File: config.mk
export PLATFORM = sky130hd
export DESIGN_NAME = spd
export DESIGN_NICKNAME = d
export VERILOG_FILES = /design/src/rtl/spd_pkg.sv /design/src/rtl/spd_min_select.sv /design/src/rtl/spd.sv
export SDC_FILE = /design/constraint.sdc
export NUM_CORES = 1
export LEC_CHECK = 0
export CORE_UTILIZATION = 40
export CTS_BUF_LIST = sky130_fd_sc_hd__clkbuf_4
export DETAILED_ROUTE_END_ITERATION = 16
export GPL_TIMING_DRIVEN = 1
export PLACE_DENSITY_LB_ADDON = 0.15
export SYNTH_ARGS = -nofsm -noshare
export SYNTH_HDL_FRONTEND = slang
export SYNTH_HIERARCHICAL = 1
export SYNTH_SLANG_ARGS = --single-unit
export TNS_END_PERCENT = 100
File: constraint.sdc
create_clock -name clk -period 3.5 [get_ports clk]
set_input_delay 0.525 -clock clk [delete_from_list [all_inputs] [get_ports clk]]
set_output_delay 0.525 -clock clk [all_outputs]
set_load 0.01 [all_outputs]
File: src/rtl/spd_pkg.sv
// Shared types, defaults and trellis helpers for the 4-state register-exchange survivor decoder.
package spd_pkg;

   localparam int unsigned NUM_STATES     = 4;
   localparam int unsigned PM_W_DEF       = 4;
   localparam int unsigned SURV_DEPTH_DEF = 8;

   typedef logic [1:0] state_t;

   // Predecessor of state n, given that state's ACS decision bit.
   function automatic state_t pred(input state_t n, input logic d);
      return {n[0], d};
   endfunction

endpackage

File: src/rtl/spd_min_select.sv
// 4-input unsigned argmin over path metrics; ties resolve to the lowest index.
module spd_min_select
   import spd_pkg::*;
#(
   parameter int unsigned PM_W = PM_W_DEF
) (
   input  logic [PM_W-1:0] pm0,
   input  logic [PM_W-1:0] pm1,
   input  logic [PM_W-1:0] pm2,
   input  logic [PM_W-1:0] pm3,
   output state_t          best_c
);

   logic [PM_W-1:0] m01, m23;
   state_t          b01, b23;

   // Strict less-than keeps the lower index on equal metrics at every level.
   always_comb begin
      b01    = 2'd0;
      m01    = pm0;
      b23    = 2'd2;
      m23    = pm2;
      best_c = 2'd0;
      if (pm1 < pm0) begin
         b01 = 2'd1;
         m01 = pm1;
      end
      if (pm3 < pm2) begin
         b23 = 2'd3;
         m23 = pm3;
      end
      best_c = (m23 < m01) ? b23 : b01;
   end

endmodule

File: src/rtl/spd.sv
// Register-exchange survivor-path decoder for a K=3 rate-1/2 Viterbi decoder.
module spd
   import spd_pkg::*;
#(
   parameter int unsigned SURV_DEPTH = SURV_DEPTH_DEF,
   parameter int unsigned PM_W       = PM_W_DEF
) (
   input  logic            d0,
   input  logic            d1,
   input  logic            d2,
   input  logic            d3,
   input  logic [PM_W-1:0] pm0,
   input  logic [PM_W-1:0] pm1,
   input  logic [PM_W-1:0] pm2,
   input  logic [PM_W-1:0] pm3,
   output logic            out,
   input  logic            clk,
   input  logic            reset
);

   logic [SURV_DEPTH-1:0] surv_q [NUM_STATES];
   logic [SURV_DEPTH-1:0] surv_d [NUM_STATES];
   logic                  out_q, out_d;
   logic [NUM_STATES-1:0] dec_c;
   state_t                best_c;
   state_t                ns, ps;

   assign dec_c = {d3, d2, d1, d0};

   spd_min_select #(.PM_W(PM_W)) u_min_select (
      .pm0    (pm0),
      .pm1    (pm1),
      .pm2    (pm2),
      .pm3    (pm3),
      .best_c (best_c)
   );

   // Every state inherits its predecessor's history and appends its own MSB.
   always_comb begin
      ns = 2'd0;
      ps = 2'd0;
      for (int unsigned n = 0; n < NUM_STATES; n++) begin
         surv_d[n] = '0;
      end
      for (int unsigned n = 0; n < NUM_STATES; n++) begin
         ns        = state_t'(n);
         ps        = pred(ns, dec_c[n]);
         surv_d[n] = {surv_q[ps][SURV_DEPTH-2:0], ns[1]};
      end
      out_d = surv_d[best_c][SURV_DEPTH-1];
   end

   always_ff @(posedge clk) begin
      if (reset) begin
         for (int unsigned n = 0; n < NUM_STATES; n++) begin
            surv_q[n] <= '0;
         end
         out_q <= 1'b0;
      end else begin
         for (int unsigned n = 0; n < NUM_STATES; n++) begin
            surv_q[n] <= surv_d[n];
         end
         out_q <= out_d;
      end
   end

   assign out = out_q;

endmodule

==> results.md, run 1 <==
* Initial DRC Count at 33
* Antenna viol nets, final at 0
* Relative slew slack at 0.547
* MaxCap Viol Count at 0
* DRC at 0
* Critical Path Source: pm3[2]
* Total CTS buffers at 3
* Nets at 216
* Fraction of registers with async set/reset at 0
* Setup Skew at ~0.0063 ns
* Worst-case clock buffer depth at 2
* Root Driver: clkbuf_4
* Top post-synthesis cells by count: dfxtp_1, nor2_1, mux2i_1
* Worst-case reg-to-reg path depth at 3
* Die Width at approximately 58 um
* Sequential share of the synthesized area at 0.381
* Synth area leader: dfxtp_1
* Tmin final at 3.41 ns
* Peak supply drop at 0.000296 V
* R2r setup slk at between 2 and 3 ns
* Fillers at 253
* Outcome: completed
* Vias at ~1100
* Synth-to-Final Area Change at 47.4%
* DR WL/cell at 11.3 um
* Most common cell in the netlist: dfxtp_1
* F_max at 293 MHz
* #FFs+latches synth at 24
* CP endpoint kind: flop
* Diodes inserted at 0
* Critical setup path kind: in -> reg
* Design Power at ~0.69 mW
* H-tree depth at 1
* Die ar. at roughly 3400 sq um
* Post-synth EDFFs at 0
* Worst Path Required at 3.67 ns
* Hold Path Origin: surv_q[3][0]$_DFF_P_
* Reg2Reg Launch Point: surv_q[1][6]$_SDFF_PP0_
* Grt ovf at 0
* Slew Viols, Final at 0
* Total GRT Usage at 0.163
* FF-to-FF End: out$_SDFF_PP0_
* Share of layout cells above drive strength 1 at 0.275
* Final setup violation count at 0
* Register area at 480 sq um
* Core Region at 3030 sq um
* CTS Sinks at 24
* Total negative setup slack at 0 ns
* Avg Inst Size Synth at 9.56 sq um
* Area share of the largest cell type after synthesis at 0.381
* Final Hold Viols at 0
* Mapped Area at 1260 sq um
* Worst hold slack at 0.484 ns
* Vias in the first global route at between 1000 and 1500
* Startpoint types: primary input
* Yosys warns at 6
* Final wirelength at 2560 um
* Clock-pin slew on the worst setup and hold paths at ~0.13 ns
* HP Class: reg -> reg
* Pwr Density at 373 nW/um^2
* Die Y at 58.2 um
* DP HPWL at 1930 um
* Post-Syn Nets at 165
* Mean number of vias per cell at 4.69
* Yosys cell types at 28
* CTS tree: done
* Port Buf Inserts at 22
* CP arrival at 3.58 ns
* Ys flop type: dfxtp_1
* Hold buffer count at CTS at 0
* Site Rows at 20
* Footprint of the multi-input gates at 787 sq um
* First-pass GRT wire length at approximately 4300 um
* Fin crit share at 0.975
* Post-Synthesis Cells at 132
* Largest cells by area after synthesis: dfxtp_1, mux2i_1, ha_1, nor2_1, a21o_1
* Initial Util at 0.417
* Worst-Margin Slew at 0.677 ns
* Pin count of the biggest net entering global routing at 21
* Crit-path max FO at 3
* CP Capture Point: out$_SDFF_PP0_
* Lkg Pwr at 0.912 nW
* Worst-Skew Late Latency at 0.30 ns
* GP Congestion at ~0.73
* Antenna violations before repair at 0
* # IOs at 23
* DR pass1 iterations at 4
## placed cells by master (no fill, tap or decap), drive strengths merged
cell,Yosys,layout
mux2,3,3
nor3,1,1
nand3,1,1
nor2,22,22
nand2b,3,3
dfxtp,24,24
inv,8,8
and3,4,4
nor2b,2,2
o2bb2ai,1,1
clkbuf,0,3
bufinv,0,1
buf,6,30
nor4,1,1
o22a,1,1
nor3b,1,1
a21oi,6,6
a21o,5,5
nand2,2,2
a211o,1,1
a211oi,4,4
clkdlybuf4s50,0,18
ha,11,11
o21ai,4,4
dlymetal6s2s,0,4
mux2i,21,21
## cell families (layout without fill, tap and decap cells)
logic type | Yosys count | count (layout) | synth area share
AND/OR/NAND/NOR | 37 | 37 | 0.136
multiplexers | 24 | 24 | 0.193
flip-flops | 24 | 24 | 0.381
AO/OA/AOI/OAI | 22 | 22 | 0.125
buffers and inverters | 14 | 64 | 0.0565
adder cells (fa/ha/maj) | 11 | 11 | 0.109
## what timing repair did
item                                    in CTS  in global routing
endpoints found under the setup margin       1                  1
buffers inserted                            11                  0
pin swaps                                    3                  8
resized for setup                            4                 14
## worst max-delay path, stage by stage
cell and delay [ns]:
clkdlybuf4s50_1 0.48, ha_4 0.30, a21o_1 0.12, a21oi_2 0.08, buf_4 0.13, buf_4 0.12
buf_4 0.12, buf_4 0.11, buf_4 0.12, buf_4 0.12, buf_4 0.12, buf_4 0.12
buf_4 0.12, buf_4 0.12, buf_4 0.12, buf_4 0.12, a211o_1 0.33, nor2_1 0.13
mux2_4 0.16, a211oi_2 0.03
## per-stage QoR
stage,std cells,worst slack [ns],util,cell area (sq um)
3_5_place_dp,211,-0.430,0.541,1640
5_1_grt,226,-0.0416,0.614,1860
3_3_place_gp,211,-0.342,0.541,1640
4_1_cts,226,0.00612,0.590,1790
6_report,226,0.0885,0.614,1860
2_1_floorplan,132,0.262,-,1260
## registers in the layout (all words and copies together) (netlist names)
name,cells
surv_q,23
out,1
## final cells by class
class / count / area share
multi-input combinational: 94 / 0.423
sequential: 24 / 0.258
timing repair buffer: 52 / 0.245
tap: 44 / 0.0296
clock inverter: 1 / 0.0161
inverter: 8 / 0.0161
clock buffer: 3 / 0.0121
## how the worst min path moves through the flow
stage,to,slack (ns),cells after the start
floorplan,surv_q[1][1]$_SDFF_PP0_,0.43,1
global route,surv_q[1][1]$_SDFF_PP0_,0.49,1
detailed placement,surv_q[1][1]$_SDFF_PP0_,0.46,1
CTS,surv_q[1][1]$_SDFF_PP0_,0.49,1
finish,surv_q[1][1]$_SDFF_PP0_,0.48,1
global placement,surv_q[1][1]$_SDFF_PP0_,0.45,1
## power by group
part           total [mW]  switching [mW]  internal [mW]
sequential          0.283         0.00267          0.280
clock               0.193          0.0769          0.116
combinational       0.218          0.0857          0.133
## routing by layer
| metal | part of all wire | up-vias | track usage | wire (um) |
|---|---|---|---|---|
| met5 | 0 | - | 0 | 0 |
| met2 | 0.51 | 11 | 0.300 | 1300 |
| met1 | 0.47 | 488 | 0.196 | 1200 |
| met3 | 0.023 | 0 | 0.0402 | 60 |
| li1 | - | 562 | - | - |
| met4 | 0 | 0 | 0.0204 | 0 |
Power figures use the tool's default switching activity.
==> inputs of run 2 (changes only) <==
Clock period 3.5 ns to 3.3 ns, I/O delays scaled along.
==> results.md, run 2 (synthesis results as in run 1) <==
* Outcome: completed
* GP Congestion at 0.770 (+5.4%)
* CTS Sinks at 24 (unchanged)
* DP HPWL at 2030 um (+5.0%)
* Die Y at 58.2 um (unchanged)
* Final Hold Viols at 0 (unchanged)
* Max incr delay on CP at 0.52 ns (+0.04 ns)
* Pwr Density at 406 nW/um^2 (+8.7%)
* Diodes inserted at 0 (unchanged)
* Port Buf Inserts at 22 (unchanged)
* Logic gate share of total power at 0.298 (-0.017)
* Worst-case clock buffer depth at 2 (unchanged)
* Clock power frac at 0.289 (+0.011)
* Initial DRC Count at 22 (-33%)
* Slew Viols, Final at 0 (unchanged)
* Crit-path slowest cell: clkdlybuf4s50_1
* Relative slew slack at 0.553 (+0.00576)
* CP endpoint kind: flop
* Final WS setup at 0.105 ns (+0.0163 ns)
* Pre-CTS setup slack at -0.634 ns (-0.204 ns)
* Total GRT Usage at 0.167 (+0.00413)
* Post-Place Cell Area at 1650 sq um (+0.46%)
* Critical setup path kind: in -> reg
* Die ar. at 3380 sq um (unchanged)
* Worst Path Required at 3.53 ns (-0.14 ns)
* Initial Util at 0.417 (unchanged)
* CTS tree: done
* Post-CTS setup buffer count at 0 (-11)
* Core Region at 3030 sq um (unchanged)
* Register area at 480 sq um (unchanged)
* Final instance area at 1790 sq um (-3.8%)
* Setup Skew at 0.00341 ns (-0.00291 ns)
* Pin count of the biggest net entering global routing at 21 (unchanged)
* Internal at 0.546 mW (+3.2%)
* Site Rows at 20 (unchanged)
* Worst-Skew Late Latency at 0.31 ns (about the same)
* Fillers at 282 (+11%)
* Die Width at 58.2 um (unchanged)
* Peak supply drop at 0.000453 V (+53%)
* Grt ovf at 0 (unchanged)
* Share of layout cells above drive strength 1 at 0.244 (-0.0305)
* Hold buffer count at CTS at 0 (unchanged)
* Final setup violation count at 0 (unchanged)
* Worst-Margin Slew at 0.668 ns (-0.00861 ns)
* # IOs at 23 (unchanged)
* F_max at 313 MHz
* Post-Layout Cell Count at 216 (-4.4%)
* Biggest register: surv_q
* Most frequent cells in the layout: dfxtp_1, nor2_1, buf_4, mux2i_1, clkdlybuf4s50_1
* Synth-to-Final Area Change at 41.8%
* Design Power at 0.726 mW (+4.7%)
* Final wirelength at 2580 um (+0.70%)
* CP Cell Sequence: clkdlybuf4s50_1, ha_4, a21o_1, a21oi_4, mux2_4, ha_4, o21ai_2, nand2b_1, a21oi_2, a21o_1, mux2i_1, mux2_4, a211oi_2
* Switching Share at 0.248 (+0.0103)
* DRC at 0 (unchanged)
* Sw power at 0.180 mW (+9.2%)
* Startpoint types: primary input
* Most common cell after layout, fill and taps aside: dfxtp_1
* Antenna violations before repair at 0 (unchanged)
* Nets at 206 (-4.6%)
* Footprint of the multi-input gates at 797 sq um (+1.3%)
* Max FFs per register at 23 (unchanged)
* H-tree depth at 1 (unchanged)
* MaxCap Viol Count at 0 (unchanged)
* Crit-path max FO at 3 (unchanged)
* Antenna viol nets, final at 0 (unchanged)
* Vias at 1038 (-2.2%)
* Tmin final at approximately 3.2 ns
* Root Driver: clkbuf_4
* DR WL/cell at 11.9 um (+5.4%)
* HP Class: reg -> reg
* Total CTS buffers at 3 (unchanged)
* Mean number of vias per cell at 4.81 (+2.4%)
* Clock-pin slew on the worst setup and hold paths at 0.13 ns (about the same)
* Vias in the first global route at 1072 (+3.1%)
* Sequential Power Share at 0.414 (+0.006)
* First-pass GRT wire length at 4380 um (+2.9%)
* Lkg Pwr at 0.864 nW (-5.2%)
* RSZ-0062 raised after global routing: false
* CP arrival at 3.43 ns (-0.15 ns)
* Fin crit share at 0.968
* Placed insts at 212 (+0.47%)
* DR pass1 iterations at 4 (unchanged)
[run 2: cell count changes in the layout (fill, tap and decap cells not counted), moves of 2 or more]
cell / delta
o21ai_1: -2
o21ai_2: +2
dlygate4sd2_1: +2
buf_4: -10
[run 2: worst max-delay path, delay by kind of cell]
| kind | cells | cell delay (ns) |
|---|---|---|
| multiplexers | 3 | 0.90 |
| adder cells (fa/ha/maj) | 2 | 0.47 |
| AND/OR/NAND/NOR | 1 | 0.09 |
| AO/OA/AOI/OAI | 6 | 0.95 |
| buffers and inverters | 1 | 0.52 |
[run 2: through the flow]
step	setup TNS [ns]	utilization	hold slack, ns
final	0	0.591	0.488
after global routing	0	0.591	0.516
after CTS	0	0.572	0.488
after detailed placement	-0.634	0.544	0.459
after global placement	-0.512	0.544	0.447
after floorplan	0	-	0.430
[run 2: routing by layer]
layer / vias to the layer above / track usage / share of wire
met5: - / 0 / 0
met4: 0 / 0.0204 / 0.0043
met3: 2 / 0.0402 / 0.038
met2: 22 / 0.309 / 0.51
met1: 478 / 0.201 / 0.45
li1: 536 / - / -
[run 2: power by group through the flow]
stage / registers (mW) / logic, mW / clock network, mW
global placement: 0.307 / 0.179 / 0
global route: 0.301 / 0.234 / 0.225
finish: 0.300 / 0.216 / 0.210
detailed placement: 0.307 / 0.185 / 0
CTS: 0.300 / 0.198 / 0.213
floorplan: 0.307 / 0.102 / 0
[run 2: layout make-up]
class                      instances  area share
multi-input combinational         94       0.445
tap                               44      0.0307
timing repair buffer              42       0.210
sequential                        24       0.268
inverter                           8      0.0168
clock buffer                       3      0.0126
clock inverter                     1      0.0168
[run 2: timing repair]
action                     in CTS  in global routing
setup endpoints to repair       1                  1
pin swaps                       5                  1
gates cloned                    0                  0
resized for setup               9                 14
[run 2: path summary, 6_finish.rpt]
path                            depth (start not counted)  slack [ns]                 endpoint                     from
worst max-delay path                                   13        0.10           out$_SDFF_PP0_                   pm3[2]
worst min-delay path                                    1        0.49  surv_q[3][1]$_SDFF_PP0_     surv_q[3][0]$_DFF_P_
worst max register to register                          3        2.40           out$_SDFF_PP0_  surv_q[1][6]$_SDFF_PP0_
worst min register to register                          1        0.49  surv_q[3][1]$_SDFF_PP0_     surv_q[3][0]$_DFF_P_
==> inputs of run 3 (changes only) <==
Settings changed: CORE_MARGIN from default to 1.
==> results of run 3 <==
No change in the layout: final DEF, timing and power equal those of run 2.
